**src/rtl/instruction_fetch_unit.sv**
```systemverilog
// Two-step byte fetch of a little-endian 16-bit instruction at PC, bumping PC through the ARF after each byte.
// Optional macro FETCH_TIMEOUT_EN adds a memory wait timeout with a sticky Fault flag.
module instruction_fetch_unit #(
    parameter logic [7:0] TIMEOUT_CYCLES = 8'd15
) (
    input  logic        Clock,
    input  logic        Reset,
    input  logic        Start,
    input  logic [15:0] PcIn,
    input  logic [7:0]  MemData,
    input  logic        MemReady,
    output logic [15:0] MemAddr,
    output logic        MemRead,
    output logic [1:0]  ArfOutDSel,
    output logic [2:0]  ArfRegSel,
    output logic [1:0]  ArfFunSel,
    output logic [15:0] IR,
    output logic        IRValid,
    output logic        Busy,
    output logic        Fault
);

    typedef enum logic [2:0] {
        IDLE,
        FETCH_LO,
        INC_LO,
        FETCH_HI,
        INC_HI,
        DONE
    } state_t;

    state_t      state_q, state_d;
    logic [7:0]  lo_byte_q, lo_byte_d;
    logic [15:0] ir_q, ir_d;

`ifdef FETCH_TIMEOUT_EN
    logic [7:0]  wait_cnt_q, wait_cnt_d;
    logic        fault_q, fault_d;
`else
    // A zero timeout has no meaning; the parameter only matters with the timeout build.
    if (TIMEOUT_CYCLES == 8'd0) begin : g_timeout_unused
    end
`endif

    always_ff @(posedge Clock) begin
        if (Reset) begin
            state_q    <= IDLE;
            lo_byte_q  <= 8'h00;
            ir_q       <= 16'h0000;
`ifdef FETCH_TIMEOUT_EN
            wait_cnt_q <= 8'd0;
            fault_q    <= 1'b0;
`endif
        end else begin
            state_q    <= state_d;
            lo_byte_q  <= lo_byte_d;
            ir_q       <= ir_d;
`ifdef FETCH_TIMEOUT_EN
            wait_cnt_q <= wait_cnt_d;
            fault_q    <= fault_d;
`endif
        end
    end

    always_comb begin
        state_d   = state_q;
        lo_byte_d = lo_byte_q;
        ir_d      = ir_q;
`ifdef FETCH_TIMEOUT_EN
        wait_cnt_d = wait_cnt_q;
        fault_d    = fault_q;
`endif
        case (state_q)
            IDLE: begin
                if (Start) begin
                    state_d = FETCH_LO;
`ifdef FETCH_TIMEOUT_EN
                    wait_cnt_d = 8'd0;
`endif
                end
            end
            FETCH_LO: begin
                if (MemReady) begin
                    lo_byte_d = MemData;
                    state_d   = INC_LO;
                end
`ifdef FETCH_TIMEOUT_EN
                else if (wait_cnt_q == TIMEOUT_CYCLES - 8'd1) begin
                    fault_d = 1'b1;
                    state_d = IDLE;
                end else begin
                    wait_cnt_d = wait_cnt_q + 8'd1;
                end
`endif
            end
            INC_LO: begin
                state_d = FETCH_HI;
`ifdef FETCH_TIMEOUT_EN
                wait_cnt_d = 8'd0;
`endif
            end
            FETCH_HI: begin
                if (MemReady) begin
                    ir_d    = {MemData, lo_byte_q};
                    state_d = INC_HI;
                end
`ifdef FETCH_TIMEOUT_EN
                else if (wait_cnt_q == TIMEOUT_CYCLES - 8'd1) begin
                    fault_d = 1'b1;
                    state_d = IDLE;
                end else begin
                    wait_cnt_d = wait_cnt_q + 8'd1;
                end
`endif
            end
            INC_HI: begin
                state_d = DONE;
            end
            DONE: begin
                state_d = IDLE;
            end
            default: begin
                state_d = IDLE;
            end
        endcase
    end

    // Moore outputs; PcIn is passed through as the address only while a byte is being requested.
    always_comb begin
        MemRead    = 1'b0;
        MemAddr    = 16'h0000;
        ArfOutDSel = 2'b00;
        ArfFunSel  = 2'b01;
        ArfRegSel  = 3'b000;
        IRValid    = 1'b0;
        Busy       = (state_q != IDLE);
        case (state_q)
            FETCH_LO, FETCH_HI: begin
                MemRead = 1'b1;
                MemAddr = PcIn;
            end
            INC_LO, INC_HI: begin
                ArfRegSel = 3'b100;
            end
            DONE: begin
                IRValid = 1'b1;
            end
            default: begin
            end
        endcase
    end

    assign IR = ir_q;

`ifdef FETCH_TIMEOUT_EN
    assign Fault = fault_q;
`else
    assign Fault = 1'b0;
`endif

endmodule
```
**config.mk**
```make
export PLATFORM = sky130hd
export DESIGN_NAME = instruction_fetch_unit
export DESIGN_NICKNAME = d
export VERILOG_FILES = /design/src/rtl/instruction_fetch_unit.sv
export SDC_FILE = /design/constraint.sdc
export NUM_CORES = 1
export LEC_CHECK = 0
export ABC_AREA = 1
export BUFFER_PORTS_ARGS = -buffer_cell sky130_fd_sc_hd__buf_2
export CORE_MARGIN = 2
export CORE_UTILIZATION = 41
export DETAILED_ROUTE_END_ITERATION = 8
export PLACE_DENSITY = 0.76
export SLEW_MARGIN = 40
export SYNTH_ARGS = -nofsm -noshare
export SYNTH_HDL_FRONTEND = slang
export SYNTH_SLANG_ARGS = --single-unit
```
**constraint.sdc**
```tcl
create_clock -name Clock -period 1.1 [get_ports Clock]
set_input_delay 0.055 -clock Clock [delete_from_list [all_inputs] [get_ports Clock]]
set_output_delay 0.055 -clock Clock [all_outputs]
set_load 0.01 [all_outputs]
```
== After elaboration in Yosys (flattened, before gate mapping) ==
Cells that the tools add are included.

* Bits in registers: 27
* Input bits: 28
* Logic and storage cells: 26

* Equal/unequal tests: 8
* Mux-type cells: 8
* Reduce and logical (&&, ||, !) cells: 7

{| class="wikitable"
|+ Operators by type and width
! cell !! number
|-
| 16-bit two-way mux || 1
|-
| 3-bit case mux with 5 select lines || 1
|-
| 3-bit two-way mux || 4
|-
| 3-bit by 2-bit equality test with 1-bit output, second input constant || 2
|-
| 3-bit equality test, second input constant || 2
|-
| 2-bit inequality test, second input constant || 3
|-
| 2-bit AND reduction || 2
|-
| 2-bit OR reduction || 2
|-
| 3-bit by 1-bit equality test with 1-bit output, second input constant || 1
|-
| 3-bit zero test || 1
|-
| 3-bit AND reduction || 1
|-
| 3-bit nonzero test || 1
|-
| 1-bit two-way mux || 2
|}

== Depth between registers and ports, before layout ==
* Word-level depth: 3
* Gate-level depth with buffers: 7
* Mapped depth without buffers: 7

== Least setup slack after synthesis ==
OpenSTA, ideal clock, no wires.

* Path type: flip-flop to flip-flop
* From: register state_q[1]
* To: register ir_q[0], in the netlist IR[0]
* Setup time: 143 ps
* Data arrival time: 1033 ps
* Data required time: 957 ps
* Path slack: -77 ps
* Stages on the path, launching flop included: 7
* Clock period less this slack: 1177 ps
* Cell sequence: dfxtp_1 nand2_4 nor2_8 nand2_4 buf_6 nand2_2 a21oi_2

* Cells in the longest elaborated chain, start to end: 2

{| class="wikitable"
|+ RTL lines
! item !! RTL line !! RTL
|-
| start: declaration || 32 || <nowiki>state_t state_q, state_d;</nowiki>
|-
| start signal: assignment || 55 || <nowiki>state_q <= state_d;</nowiki>
|-
| 3-bit by 2-bit equality test with 1-bit output || 73 || <nowiki>case (state_q)</nowiki>
|-
| 2-bit AND reduction (no line) || -- ||
|-
| end signal: assignment || 57 || <nowiki>ir_q <= ir_d;</nowiki>
|-
| end: declaration || 34 || <nowiki>logic [15:0] ir_q, ir_d;</nowiki>
|}

No other way between the ends.
A chain may end at the register's enable or synchronous reset.

== Final worst setup path ==
* From: register state_q[1]
* To: register lo_byte_q[2]

* Cells in the longest elaborated chain, start to end: 2

{| class="wikitable"
|+ RTL lines
! item !! RTL line !! RTL
|-
| 3-bit by 1-bit equality test with 1-bit output || 73 ||
|-
| 2-bit AND reduction (no line) || -- ||
|-
| end signal: assignment || 56 || <nowiki>lo_byte_q <= lo_byte_d;</nowiki>
|-
| end: declaration || 33 || <nowiki>logic [7:0] lo_byte_q, lo_byte_d;</nowiki>
|}

No other way between the ends.

==> results.yml <==
synthesis:
  cell_accounting_for_the_most_synthesized_area: "sky130_fd_sc_hd__dfxtp_1"
  yosysWarningCount: 0
  yosysSeqAreaShare: 0.378
  synthesis.instances: 187
  synth.cell_area_mm2: 0.00143
  synth_largest_type_area_fraction: 0.378
  synth.lib_cells_used.distinct: 24
  syn_area_per_cell_um2: 7.65
  ys_top_cells_by_area: "sky130_fd_sc_hd__dfxtp_1 (38%), sky130_fd_sc_hd__nor2_1 (9.2%), sky130_fd_sc_hd__nand3_2 (7.7%)"
  synth_seq_cells: 27
detailed_routing:
  route.antenna.remaining_nets: 0
  detail_route.wl_per_cell_um: 12.5
  vias_per_cell: 4.69
  first_iter_violations: 41
  drcViolationCount: 0
  detailedRoute.firstPassIterationCount: 4
  num_vias: 1502
  wirelength_um: 4010
floorplan:
  floorplan.die.height_um: 63.1
  floorplan.core_area_mm2: 0.00334
  dieArea_mm2: 0.00398
  number_of_primary_i_o_pins: 71
  std_cell_rows: 21
  initial_core_util: 0.429
  die_x_um: 63.1
run:
  max_cap_violations: 0
power:
  power_density_mw_per_mm2: 1330
  irDropWorstVdd_mv: 0.859
  leakage_uw: 0.00106
sta:
  hold_slack_ps: 17.1
  clock-skew-final_ps: 5.69
  achievable-frequency_mhz: 701
  timing.final.crit_share: 1.30
  slew_viol_final: 0
  rsz0062_at_grt: "yes"
  report.final.hold_viol_count: 0
  final-setup-viol-count: 47
  layout_setup_ws_ps: -327
  finalWorstPathRequiredPeriod_ps: 1430
  post_route_setup_tns_ps: -9150
clock_tree:
  clk_transition_reported_paths_ps: 150
  cts.htree.levels: 1
  cts_sinks: 27
  cts_made_buffers: 3
  cts_root_buf: "sky130_fd_sc_hd__clkbuf_4"
  cts-root-to-sink-buffers: 2
  clock_tree_from_tritoncts: "yes"
  clkLatencyLatePin_ps: 350
setup_path:
  reg2reg_setup_slack_ps: -330
  r2r.worst_path.cells: 8
  crit-reg2reg-capture: "lo_byte_q[2]"
  timing.critical_path.from_type: "flip-flop"
  arrival_ps: 1730
  critPathRequiredTime_ps: 1400
  max_fo_critical_path: 6
  worstSetupEndpointType: "flip-flop"
  worst_r2r_startpoint: "state_q[1]"
  timing_worst_setup_path_type: "flip-flop to flip-flop"
finish:
  ff_latch_area_um2: 552
  n_fill_cell: 273
  layout-drive-gt1-share: 0.606
  multi_input_area_um2: 851
  utilization: 0.665
  design_area_mm2: 0.00222
  area.growth.synth_to_final_pct: 55.1
  num_antenna_cells: 0
  fin_nets: 303
place:
  place_area_mm2: 0.00182
  dp_hpwl_um: 2320
  routabilityCongestion: 0.800
  buffer_ports.inserted: 63
worst_hold_path:
  worstHoldStart: "Reset"
  holdPathStages: 2
  hold_path_class: "input pin to flip-flop"
  sink_of_the_worst_hold_path: "IR[2]"
global_route:
  total_global_route_track_usage: 0.191
  first_global_vias: 1375
  overflow: 0
  first_pass_grt_wire_length_um: 6070
  maximum_number_of_pins_on_one_net_before_global_route_repair: 17
  antenna_found_initial: 0
status:
  status: "complete, but fails checks"
  violations: "negative setup slack"
-- cell families after synthesis --
| kind of cell | after synthesis | share of synthesized area |
|---|---|---|
| compound gates | 26 | 0.117 |
| buf+inv | 41 | 0.153 |
| simple gates | 91 | 0.346 |
| other cells | 2 | 0.00525 |
| flops | 27 | 0.378 |
-- layer usage --
layer  vias to the layer above  wire [µm]  global-route usage  share of wire
met2                        74       2010               0.328           0.50
met1                       674       1540               0.220           0.38
li1                        743          -                   -              -
met5                         -          0                   0              0
met3                        11        334              0.0393          0.083
met4                         0        127               0.106          0.032
-- cells in the mapped netlist --
| library cell | n |
|---|---|
| sky130_fd_sc_hd__a21oi_1 | 7 |
| sky130_fd_sc_hd__a21oi_2 | 10 |
| sky130_fd_sc_hd__buf_1 | 1 |
| sky130_fd_sc_hd__buf_12 | 1 |
| sky130_fd_sc_hd__buf_2 | 1 |
| sky130_fd_sc_hd__buf_4 | 8 |
| sky130_fd_sc_hd__buf_6 | 2 |
| sky130_fd_sc_hd__clkbuf_1 | 1 |
| sky130_fd_sc_hd__clkinv_1 | 1 |
| sky130_fd_sc_hd__conb_1 | 2 |
| sky130_fd_sc_hd__dfxtp_1 | 27 |
| sky130_fd_sc_hd__inv_1 | 22 |
| sky130_fd_sc_hd__inv_2 | 3 |
| sky130_fd_sc_hd__inv_4 | 1 |
| sky130_fd_sc_hd__nand2_1 | 15 |
| sky130_fd_sc_hd__nand2_2 | 11 |
| sky130_fd_sc_hd__nand2_4 | 2 |
| sky130_fd_sc_hd__nand3_1 | 13 |
| sky130_fd_sc_hd__nand3_2 | 11 |
| sky130_fd_sc_hd__nor2_1 | 35 |
| sky130_fd_sc_hd__nor2_4 | 1 |
| sky130_fd_sc_hd__nor2_8 | 1 |
| sky130_fd_sc_hd__nor3_1 | 2 |
| sky130_fd_sc_hd__o21ai_0 | 9 |
-- area by class of cell --
class / count / share of cell area
clock buffers: 3 / 0.0102
clock inverters: 1 / 0.00338
inverters: 27 / 0.0536
multi-input cells: 124 / 0.384
flip-flops and latches: 27 / 0.249
well taps: 46 / 0.0259
repair buffers: 92 / 0.275
-- state kept, by name, indices dropped and copies added, names as in the netlist --
name,count
lo_byte_q,8
state_q,3
IR,16
-- critical path: stages (launching register included) --
cell and delay (ps):
sky130_fd_sc_hd__dfxtp_4 400, sky130_fd_sc_hd__inv_4 70, sky130_fd_sc_hd__nand3_4 80, sky130_fd_sc_hd__buf_4 140, sky130_fd_sc_hd__buf_6 110, sky130_fd_sc_hd__nor2_4 180, sky130_fd_sc_hd__buf_6 140, sky130_fd_sc_hd__o21ai_0 110
sky130_fd_sc_hd__nor2_1 150
-- where the power goes --
part | switching (µW) | internal, µW | leakage (µW)
logic | 748 | 590 | 0.000823
registers | 85.0 | 1060 | 0.000221
clock network | 329 | 140 | 0.0000139
total | 1160 | 1790 | 0.00106
-- layout by cell type (no fill, tap or decap) --
cell,n
sky130_fd_sc_hd__inv_6,1
sky130_fd_sc_hd__nor2_1,19
sky130_fd_sc_hd__clkbuf_4,3
sky130_fd_sc_hd__nor2_8,1
sky130_fd_sc_hd__o21ai_0,6
sky130_fd_sc_hd__nor2_4,2
sky130_fd_sc_hd__nand2_1,10
sky130_fd_sc_hd__conb_1,7
sky130_fd_sc_hd__clkinv_1,1
sky130_fd_sc_hd__dfxtp_4,3
sky130_fd_sc_hd__clkinvlp_4,1
sky130_fd_sc_hd__o21ai_2,1
sky130_fd_sc_hd__nor3_2,1
sky130_fd_sc_hd__a21oi_1,2
sky130_fd_sc_hd__buf_6,9
sky130_fd_sc_hd__inv_4,2
sky130_fd_sc_hd__nor2_2,15
sky130_fd_sc_hd__buf_12,1
sky130_fd_sc_hd__o21ai_1,2
sky130_fd_sc_hd__buf_4,11
sky130_fd_sc_hd__nand3_1,7
sky130_fd_sc_hd__dfxtp_1,24
sky130_fd_sc_hd__nand2_2,13
sky130_fd_sc_hd__inv_8,1
sky130_fd_sc_hd__nor3_1,1
sky130_fd_sc_hd__dlygate4sd3_1,8
sky130_fd_sc_hd__nand3_2,14
sky130_fd_sc_hd__inv_2,1
sky130_fd_sc_hd__inv_1,21
sky130_fd_sc_hd__buf_8,1
sky130_fd_sc_hd__a21oi_2,15
sky130_fd_sc_hd__nand2_8,1
sky130_fd_sc_hd__nand2_4,4
sky130_fd_sc_hd__buf_2,62
sky130_fd_sc_hd__nand3_4,3
-- stage by stage --
| step | setup WS (ps) | std cells | total power, µW |
|---|---|---|---|
| global route | -369 | 320 | 3130 |
| finish | -327 | 320 | 2950 |
| floorplan | 8.92 | 192 | 1770 |
| global placement | 13.7 | 297 | 2040 |
| detailed placement | 4.19 | 297 | 2040 |
| CTS | -221 | 317 | 2710 |
-- how the worst max path moves through the flow --
stage,startpoint,end,slack [ps],cells past startpoint
floorplan,state_q[1],IR[0],9,6
finish,state_q[1],lo_byte_q[2],-330,8
CTS,state_q[2],MemAddr[15],-220,6
detailed placement,state_q[1],MemAddr[15],4,6
global route,state_q[1],lo_byte_q[2],-370,8
global placement,state_q[1],MemAddr[15],10,6
-- timing repair --
item	CTS	global route
buffers inserted	7	3
hold endpoints to repair	16	0
gates cloned	1	0
pin swaps	15	7
endpoints found under the setup margin	25	47
hold buffers	8	0
resized for setup	25	32
No activity file was read; power rests on OpenSTA's default activity.
